===== src/rtl/mul_pkg.sv =====
// Shared types and default sizing for the multiply sequencer.
package mul_pkg;

    localparam int unsigned MUL_WIDTH  = 24;
    localparam int unsigned MUL_PROD_W = 2 * MUL_WIDTH;

    typedef enum logic [1:0] {
        IDLE  = 2'd0,
        RUN   = 2'd1,
        WRITE = 2'd2
    } state_t;

endpackage


===== src/rtl/mul_if.sv =====
// Decode-side handshake and product-register write bus of the multiply sequencer.
interface mul_if #(
    parameter int unsigned WIDTH = mul_pkg::MUL_WIDTH
) ();

    logic                 Start;
    logic                 Signed;
    logic [WIDTH-1:0]     OperandA;
    logic [WIDTH-1:0]     OperandB;
    logic                 ReadReq;
    logic                 Busy;
    logic                 Stall;
    logic                 Done;
    logic                 MulRegWrite;
    logic [2*WIDTH-1:0]   WriteData;

    modport master (
        output Start, Signed, OperandA, OperandB, ReadReq,
        input  Busy, Stall, Done, MulRegWrite, WriteData
    );

    modport slave (
        input  Start, Signed, OperandA, OperandB, ReadReq,
        output Busy, Stall, Done, MulRegWrite, WriteData
    );

endinterface


===== src/rtl/mul_shift_add_step.sv =====
// One radix-2 step: conditionally add the multiplicand into the high half, then shift right.
module mul_shift_add_step
    import mul_pkg::*;
#(
    parameter int unsigned WIDTH = MUL_WIDTH
) (
    input  logic [2*WIDTH-1:0] p,
    input  logic [WIDTH-1:0]   a,
    output logic [2*WIDTH-1:0] p_next_c
);

    logic [WIDTH:0] sum;

    always_comb begin
        sum = {1'b0, p[2*WIDTH-1:WIDTH]};
        if (p[0]) begin
            sum = sum + {1'b0, a};
        end
        // Carry out of the add becomes the new MSB after the shift.
        p_next_c = {sum, p[WIDTH-1:1]};
    end

endmodule


===== src/rtl/mul_sequencer.sv =====
// Multi-cycle shift-add multiply controller feeding the product register,
// with pipeline stall against new multiplies and product reads while busy.
module mul_sequencer
    import mul_pkg::*;
#(
    parameter int unsigned WIDTH = MUL_WIDTH
) (
    input  logic Clock,
    input  logic Reset,
    mul_if.slave bus
);

    localparam int unsigned PROD_W = 2 * WIDTH;
    localparam int unsigned CNT_W  = $clog2(WIDTH + 1);

    state_t              state;
    logic [WIDTH-1:0]    mag_a;
    logic                negate;
    logic [PROD_W-1:0]   p;
    logic [PROD_W-1:0]   p_step;
    logic [CNT_W-1:0]    step_cnt;
    logic                busy;
    logic                done;
    logic                wr_en;
    logic [PROD_W-1:0]   wr_data;
    logic [WIDTH-1:0]    mag_in_a;
    logic [WIDTH-1:0]    mag_in_b;

    // Operand magnitudes; the most negative value maps onto itself as an unsigned magnitude.
    always_comb begin
        mag_in_a = bus.OperandA;
        mag_in_b = bus.OperandB;
        if (bus.Signed && bus.OperandA[WIDTH-1]) begin
            mag_in_a = WIDTH'(0) - bus.OperandA;
        end
        if (bus.Signed && bus.OperandB[WIDTH-1]) begin
            mag_in_b = WIDTH'(0) - bus.OperandB;
        end
    end

    mul_shift_add_step #(
        .WIDTH (WIDTH)
    ) u_step (
        .p        (p),
        .a        (mag_a),
        .p_next_c (p_step)
    );

    always_ff @(posedge Clock) begin
        if (Reset) begin
            state    <= IDLE;
            step_cnt <= '0;
            mag_a    <= '0;
            negate   <= 1'b0;
            p        <= '0;
            busy     <= 1'b0;
            done     <= 1'b0;
            wr_en    <= 1'b0;
            wr_data  <= '0;
        end else begin
            done  <= 1'b0;
            wr_en <= 1'b0;
            case (state)
                IDLE: begin
                    if (bus.Start) begin
                        mag_a    <= mag_in_a;
                        negate   <= bus.Signed & (bus.OperandA[WIDTH-1] ^ bus.OperandB[WIDTH-1]);
                        p        <= {WIDTH'(0), mag_in_b};
                        step_cnt <= '0;
                        busy     <= 1'b1;
                        state    <= RUN;
                    end
                end
                RUN: begin
                    p        <= p_step;
                    step_cnt <= step_cnt + CNT_W'(1);
                    // Final step: register the signed-corrected product for the WRITE cycle.
                    if (step_cnt == CNT_W'(WIDTH - 1)) begin
                        state   <= WRITE;
                        done    <= 1'b1;
                        wr_en   <= 1'b1;
                        wr_data <= negate ? (PROD_W'(0) - p_step) : p_step;
                    end
                end
                WRITE: begin
                    busy  <= 1'b0;
                    state <= IDLE;
                end
                default: begin
                    busy  <= 1'b0;
                    state <= IDLE;
                end
            endcase
        end
    end

    assign bus.Busy        = busy;
    assign bus.Done        = done;
    assign bus.MulRegWrite = wr_en;
    assign bus.WriteData   = wr_data;
    assign bus.Stall       = busy & (bus.Start | bus.ReadReq);

endmodule


===== src/flat_wrapper.sv =====
// flat-port wrapper written by rule: the top's interface ports become plain ports
module mul_sequencer_flat import mul_pkg::*;
#(
    parameter int unsigned WIDTH = MUL_WIDTH
)
  (Clock, Reset, bus_Start, bus_Signed, bus_OperandA, bus_OperandB, bus_ReadReq, bus_Busy, bus_Stall, bus_Done, bus_MulRegWrite, bus_WriteData);
  mul_if #(.WIDTH(WIDTH)) bus_i ();
  input  logic Clock;
  input  logic Reset;
  input wire logic [$bits(bus_i.Start)-1:0] bus_Start;
  input wire logic [$bits(bus_i.Signed)-1:0] bus_Signed;
  input wire logic [$bits(bus_i.OperandA)-1:0] bus_OperandA;
  input wire logic [$bits(bus_i.OperandB)-1:0] bus_OperandB;
  input wire logic [$bits(bus_i.ReadReq)-1:0] bus_ReadReq;
  output wire logic [$bits(bus_i.Busy)-1:0] bus_Busy;
  output wire logic [$bits(bus_i.Stall)-1:0] bus_Stall;
  output wire logic [$bits(bus_i.Done)-1:0] bus_Done;
  output wire logic [$bits(bus_i.MulRegWrite)-1:0] bus_MulRegWrite;
  output wire logic [$bits(bus_i.WriteData)-1:0] bus_WriteData;
  assign bus_i.Start = bus_Start;
  assign bus_i.Signed = bus_Signed;
  assign bus_i.OperandA = bus_OperandA;
  assign bus_i.OperandB = bus_OperandB;
  assign bus_i.ReadReq = bus_ReadReq;
  assign bus_Busy = bus_i.Busy;
  assign bus_Stall = bus_i.Stall;
  assign bus_Done = bus_i.Done;
  assign bus_MulRegWrite = bus_i.MulRegWrite;
  assign bus_WriteData = bus_i.WriteData;
  mul_sequencer #(.WIDTH(WIDTH)) u_core (.Clock(Clock), .Reset(Reset), .bus(bus_i));
endmodule

===== config.mk =====
export PLATFORM = sky130hd
export DESIGN_NAME = mul_sequencer_flat
export DESIGN_NICKNAME = d
export VERILOG_FILES = /design/src/rtl/mul_pkg.sv /design/src/rtl/mul_if.sv /design/src/rtl/mul_shift_add_step.sv /design/src/rtl/mul_sequencer.sv /design/src/flat_wrapper.sv
export SDC_FILE = /design/constraint.sdc
export NUM_CORES = 1
export LEC_CHECK = 0
export CAP_MARGIN = 40
export CELL_PAD_IN_SITES_DETAIL_PLACEMENT = 1
export CELL_PAD_IN_SITES_GLOBAL_PLACEMENT = 1
export CORE_ASPECT_RATIO = 1.1
export CORE_MARGIN = 5
export CORE_UTILIZATION = 42
export DETAILED_ROUTE_END_ITERATION = 16
export GPL_ROUTABILITY_DRIVEN = 0
export PLACE_DENSITY = 0.82
export SLEW_MARGIN = 20
export SYNTH_ARGS = -nofsm -noshare
export SYNTH_HDL_FRONTEND = slang
export SYNTH_SLANG_ARGS = --single-unit

===== constraint.sdc =====
create_clock -name Clock -period 4.9 [get_ports Clock]
set_input_delay 0.49 -clock Clock [delete_from_list [all_inputs] [get_ports Clock]]
set_output_delay 0.49 -clock Clock [all_outputs]
set_load 0.03 [all_outputs]

After elaboration in Yosys (flattened, before gate mapping)
Index checks and enable logic that the tools add are counted.
- register bits after elaboration: 130
- bits of input ports: 53
- output and inout bits: 52
- logic and storage cells: 46
- add/subtract/negate cells: 5
- equal/unequal tests: 4
- multiplexer cells: 14
- bitwise gates (word level): 5
- reduce and logical (&&, ||, !) cells: 10
- operators by type and width (operator ; number):
    48-bit two-way mux ; 2
    48-bit case mux with 2 select lines ; 1
    24-bit two-way mux ; 2
    1-bit by 24-bit subtractor with 24-bit output (first input constant) ; 2
    1-bit by 48-bit subtractor with 48-bit output (first input constant) ; 1
    24-bit by 24-bit adder with 25-bit output ; 1
    25-bit two-way mux ; 1
    5-bit case mux with 2 select lines ; 1
    2-bit AND reduction ; 5
    5-bit by 1-bit adder with 5-bit output (second input constant) ; 1
    5-bit equality test (second input constant) ; 1
    5-bit two-way mux ; 1
    2-bit two-way mux ; 2
    2-bit case mux with 2 select lines ; 1
    1-bit AND ; 2
    2-bit by 1-bit equality test with 1-bit output (second input constant) ; 1
    1-bit logical AND ; 2
    2-bit zero test ; 1
    1-bit two-way mux ; 2
    2-bit by 1-bit inequality test with 1-bit output (second input constant) ; 1
    2-bit inequality test (second input constant) ; 1
    1-bit case mux with 2 select lines ; 1
    2-bit nonzero test ; 1
    2-bit OR reduction ; 1
    3 further kinds ; 3

Logic depth before layout (Yosys ltp)
- word-level depth: 4
- depth in mapped cells: 13
- depth with buffers taken out: 13

By module
Synthesis repeated with hierarchy kept, for this count alone.
- cell total of the unflattened synthesis: 1167
- area, all modules: 8991.1 um^2
- by module, submodules not included (module ; times used ; cells an instance ; area each (um^2)):
    mul_sequencer ; 1 ; 912 ; 7168.1
    mul_shift_add_step ; 1 ; 255 ; 1823.0

Worst setup path before layout
Ideal clock, no wire load.
- path kind: register to register
- start: register u_core.p[24]
- end: register u_core.wr_data[45], in the netlist u_core.bus.WriteData[45]
- setup time: 0.079 ns
- arrival: 3.368 ns
- data required time: 4.821 ns
- path slack: 1.452 ns
- cell stages (with the launch flop): 14
- buffers on the path: 0
- cell sequence: dfxtp_1 > ha_1 > inv_1 > fa_1 > nand2b_1 > a211o_4 > a2111oi_4 > o31a_1 > o31a_2 > nand3_1 > or4_4 > o41ai_2 > xnor2_1 > a211oi_2
- word-level cells in the longest chain between the ends: 4
- RTL lines (element ; RTL line ; text):
    from (decl) ; mul_sequencer.sv:19 ; logic [PROD_W-1:0] p;
    from (signal assigned) ; mul_sequencer.sv:68 ; p <= {WIDTH'(0), mag_in_b};
    from (signal assigned) ; mul_sequencer.sv:75 ; p <= p_step;
    24-bit by 24-bit adder with 25-bit output ; mul_shift_add_step.sv:17 ; sum = sum + {1'b0, a};
    25-bit two-way mux (*) ; mul_shift_add_step.sv:16 ; if (p[0]) begin
    1-bit by 48-bit subtractor with 48-bit output ; mul_sequencer.sv:82 ; wr_data <= negate ? (PROD_W'(0) - p_step) : p_step;
    48-bit two-way mux (*) ; mul_sequencer.sv:82 ;
    to (signal assigned) ; mul_sequencer.sv:82 ;
    to (decl) ; mul_sequencer.sv:25 ; logic [PROD_W-1:0] wr_data;
Every way passes the cells marked *; elsewhere a longest branch is shown, timed or not.
A chain may end at the register's enable or synchronous reset.

Final worst setup path
Ends and elaborated chain as after synthesis.

==> run_summary.xml <==
<?xml version="1.0" encoding="UTF-8"?>
<metrics>
  <group name="clocking">
    <metric name="tritoncts" unit="">yes</metric>
    <metric name="ctsHtreeMaxLevel" unit="">4</metric>
    <metric name="numCtsBuffers" unit="">17</metric>
    <metric name="cts_root_buffer" unit="">clkbuf_16</metric>
    <metric name="clock_sink_count" unit="">130</metric>
    <metric name="cts_setup_buffers" unit="">0</metric>
    <metric name="cts_hold_buf" unit="">0</metric>
    <metric name="clk_latency" unit="ns">0.43</metric>
    <metric name="cts.clk_slew.worst_paths" unit="ns">0.06</metric>
    <metric name="number_of_buffers_between_clock_root_and_the_deepest_sink" unit="">2</metric>
    <metric name="ctsResizeCount" unit="">0</metric>
  </group>
  <group name="grt">
    <metric name="grt_remaining_overflow" unit="">0</metric>
    <metric name="global_route.usage.total" unit="%">23.8</metric>
    <metric name="grt_first_pass_wirelength" unit="um">45700</metric>
    <metric name="grt_antenna_before_repair" unit="">0</metric>
    <metric name="grt_start_max_net_pins" unit="">79</metric>
    <metric name="first_global_vias" unit="">8709</metric>
  </group>
  <group name="place">
    <metric name="postPlaceCellArea" unit="um^2">9760</metric>
    <metric name="io_buffer_count" unit="">104</metric>
    <metric name="post-place-ws" unit="ns">1.09</metric>
    <metric name="dp.final_hpwl" unit="um">20600</metric>
  </group>
  <group name="worst_hold_path">
    <metric name="hold_path_startpoint" unit="">u_core.bus.WriteData[21]$_SDFFE_PP0P_</metric>
    <metric name="hold_endpoint" unit="">u_core.bus.WriteData[21]$_SDFFE_PP0P_</metric>
    <metric name="timing.hold.worst.class" unit="">flop to flop</metric>
    <metric name="hold_path_depth" unit="">2</metric>
  </group>
  <group name="routing">
    <metric name="remaining_drc_errors" unit="">0</metric>
    <metric name="wire_per_inst" unit="um">19.5</metric>
    <metric name="firstDrtPassIters" unit="">4</metric>
    <metric name="via_count" unit="">8651</metric>
    <metric name="drt_first_iter_violations" unit="">482</metric>
    <metric name="routed_wl" unit="um">28200</metric>
    <metric name="antenna_violating_nets_post_route" unit="">0</metric>
    <metric name="post_drt_via_cell_ratio" unit="">5.99</metric>
  </group>
  <group name="critical_path">
    <metric name="r2r_start" unit="">u_core.p[24]$_SDFFE_PP0P_</metric>
    <metric name="crit_path_start_kind" unit="">flop</metric>
    <metric name="end_kind" unit="">flop</metric>
    <metric name="critical_path_peak_fanout" unit="">7</metric>
    <metric name="reg2reg_setup_slack" unit="ns">0.96</metric>
    <metric name="worst_ep_arrival_time" unit="ns">4.22</metric>
    <metric name="path_class" unit="">flop to flop</metric>
    <metric name="reg2reg_to" unit="">u_core.bus.WriteData[45]$_SDFFE_PP0P_</metric>
    <metric name="worst-endpoint-required" unit="ns">5.18</metric>
    <metric name="rr_worst_depth" unit="">13</metric>
  </group>
  <group name="yosys">
    <metric name="postSynth.topFlopCell" unit="">dfxtp_1</metric>
    <metric name="synth-edff-count" unit="">0</metric>
    <metric name="synth_area_per_cell" unit="um^2">7.67</metric>
    <metric name="synth_fp_nets" unit="">1202</metric>
    <metric name="yosysUniqueCellTypes" unit="">82</metric>
    <metric name="synthCells" unit="">1120</metric>
    <metric name="synth.ff_latch_count" unit="">130</metric>
    <metric name="synth.cell_area" unit="um^2">8590</metric>
    <metric name="synth_sequential_area_ratio" unit="%">30.3</metric>
    <metric name="asyncSetResetFlopFracSynth" unit="%">0</metric>
    <metric name="ys_warn_count" unit="">0</metric>
  </group>
  <group name="power_and_ir_drop">
    <metric name="peakVddDrop" unit="V">0.000171</metric>
    <metric name="power_density" unit="nW/um^2">293</metric>
    <metric name="total_power" unit="mW">3.04</metric>
    <metric name="leakage" unit="nW">3.66</metric>
  </group>
  <group name="layout">
    <metric name="layout.cells.most_common" unit="">dfxtp_1</metric>
    <metric name="area_added_between_synthesis_and_finish" unit="%">20.8</metric>
    <metric name="final_net_count" unit="">1263</metric>
    <metric name="fin_area" unit="um^2">10400</metric>
    <metric name="insertedDiodeCount" unit="">0</metric>
    <metric name="most-common-layout-cells" unit="">dfxtp_1, nand2_1, nor2_1</metric>
    <metric name="drive_above_1_share" unit="%">7.54</metric>
    <metric name="final.fill_count" unit="">2438</metric>
  </group>
  <group name="floorplan">
    <metric name="placementRows" unit="">54</metric>
    <metric name="core_area" unit="um^2">20000</metric>
    <metric name="dieHeight" unit="um">160</metric>
    <metric name="ios" unit="">105</metric>
    <metric name="die-area" unit="um^2">23400</metric>
    <metric name="floorplan.initialDensity" unit="%">43.0</metric>
    <metric name="dieWidth" unit="um">146</metric>
  </group>
  <group name="sta">
    <metric name="setup-tns-final" unit="ns">0</metric>
    <metric name="layout_setup_ws" unit="ns">0.959</metric>
    <metric name="clock_skew" unit="ns">0.0106</metric>
    <metric name="setup_viol" unit="">0</metric>
    <metric name="final_hold_viol_count" unit="">0</metric>
    <metric name="fmaxAchievable" unit="MHz">254</metric>
    <metric name="timing.max_slew.rel_slack" unit="%">46.6</metric>
    <metric name="grt_setup_unrepaired" unit="">false</metric>
    <metric name="finalMaxSlewViolations" unit="">0</metric>
    <metric name="worstMarginPinSlew" unit="ns">0.799</metric>
    <metric name="finalCritPeriodShare" unit="%">80.4</metric>
    <metric name="holdWs" unit="ns">0.451</metric>
    <metric name="post-route-min-period" unit="ns">3.94</metric>
  </group>
  <group name="flow_run">
    <metric name="cap_violations" unit="">0</metric>
  </group>
  <group name="outcome">
    <metric name="status" unit="">complete, no violations</metric>
  </group>
</metrics>
critical path, stage by stage (launching register included):
cell and delay [ns]:
dfxtp_1 0.38, ha_1 0.24, inv_1 0.07, fa_1 0.41, nand2b_1 0.19, a211o_4 0.39
a21oi_1 0.20, o221ai_1 0.24, a21oi_1 0.26, nand4_1 0.26, or4_4 0.58, o41ai_2 0.32
xnor2_1 0.17, a211oi_2 0.09
synth_stat cells, drive strengths merged, types with 5 or more instances:
cell type | instances | area, um^2
dfxtp | 130 | 2600
nand2 | 129 | 484
nor2 | 128 | 480
a21oi | 113 | 584
clkbuf | 55 | 206
xor2 | 48 | 420
a211oi | 45 | 348
o21ai | 41 | 205
xnor2 | 36 | 315
nand3 | 33 | 170
ha | 28 | 350
a22oi | 25 | 188
nor3 | 24 | 130
a31oi | 22 | 144
buf | 21 | 93.8
inv | 20 | 75.1
o31ai | 18 | 135
or3 | 16 | 100
nor4 | 14 | 109
nand2b | 13 | 81.3
nand4 | 13 | 81.3
and2 | 12 | 75.1
mux2i | 11 | 110
or2 | 10 | 62.6
nand3b | 9 | 67.6
or4 | 9 | 71.3
o21a | 8 | 60.1
a311oi | 7 | 61.3
o41ai | 7 | 68.8
o31a | 6 | 53.8
a21boi | 5 | 41.3
and3 | 5 | 31.3
final cells by class:
| cell class | instances | area [um^2] | share of cell area, % |
|---|---|---|---|
| repair buffers | 118 | 1160 | 11.1 |
| clock inverters | 14 | 179 | 1.72 |
| inverters | 22 | 82.6 | 0.795 |
| clock buffers | 17 | 425 | 4.10 |
| multi-input cells | 892 | 5620 | 54.2 |
| well taps | 252 | 315 | 3.04 |
| flip-flops and latches | 130 | 2600 | 25.1 |
cell families (layout without fill, tap and decap cells):
family / count (synthesis) / after routing / synth area share (%)
xor gates and xnor gates: 84 / 84 / 8.56
AOI/OAI and AO/OA: 340 / 340 / 27.1
DFF: 130 / 130 / 30.3
and+or+nand+nor: 425 / 425 / 23.6
adders and majority gates: 29 / 29 / 4.31
muxes: 14 / 14 / 1.67
buffers and inverters: 98 / 171 / 4.46
where the power goes:
part	internal [mW]	switching, mW	leakage [nW]	total [mW]
logic	0.214	0.338	2.31	0.552
registers	1.10	0.0594	1.06	1.16
clock network	0.806	0.527	0.292	1.33
total	2.12	0.925	3.66	3.04
metrics by stage:
step           utilization, %  std cells
6_report                 51.9       1445
5_1_grt                  51.9       1445
3_5_place_dp             48.8       1413
4_1_cts                  51.8       1444
3_3_place_gp             48.8       1413
2_1_floorplan               -       1120
state kept, by name, summed over array words and instances (netlist names):
| signal | count |
|---|---|
| u_core.bus.Busy | 1 |
| u_core.negate | 1 |
| u_core.p | 48 |
| u_core.step_cnt | 5 |
| u_core.bus.WriteData | 48 |
| u_core.mag_a | 24 |
| u_core.state | 2 |
| u_core.bus.Done | 1 |
routing by layer:
layer | vias to the layer above | GRT usage, % | wire length [um]
li1 | 4189 | - | -
met1 | 4217 | 30.2 | 12500
met2 | 191 | 40.9 | 13800
met3 | 54 | 2.98 | 1040
met4 | 0 | 9.50 | 900
met5 | - | 0 | 0
how the worst max path moves through the flow:
stage,startpoint,depth (start not counted),end,slack (ns)
2_1_floorplan,u_core.p[24]$_SDFFE_PP0P_,13,u_core.bus.WriteData[45]$_SDFFE_PP0P_,1.45
3_3_place_gp,u_core.p[24]$_SDFFE_PP0P_,13,u_core.bus.WriteData[45]$_SDFFE_PP0P_,1.21
3_5_place_dp,u_core.p[24]$_SDFFE_PP0P_,13,u_core.bus.WriteData[45]$_SDFFE_PP0P_,1.09
4_1_cts,u_core.p[24]$_SDFFE_PP0P_,13,u_core.bus.WriteData[45]$_SDFFE_PP0P_,1.00
5_1_grt,u_core.p[24]$_SDFFE_PP0P_,13,u_core.bus.WriteData[45]$_SDFFE_PP0P_,0.74
6_report,u_core.p[24]$_SDFFE_PP0P_,13,u_core.bus.WriteData[45]$_SDFFE_PP0P_,0.96
No activity file was read; power rests on OpenSTA's default activity.
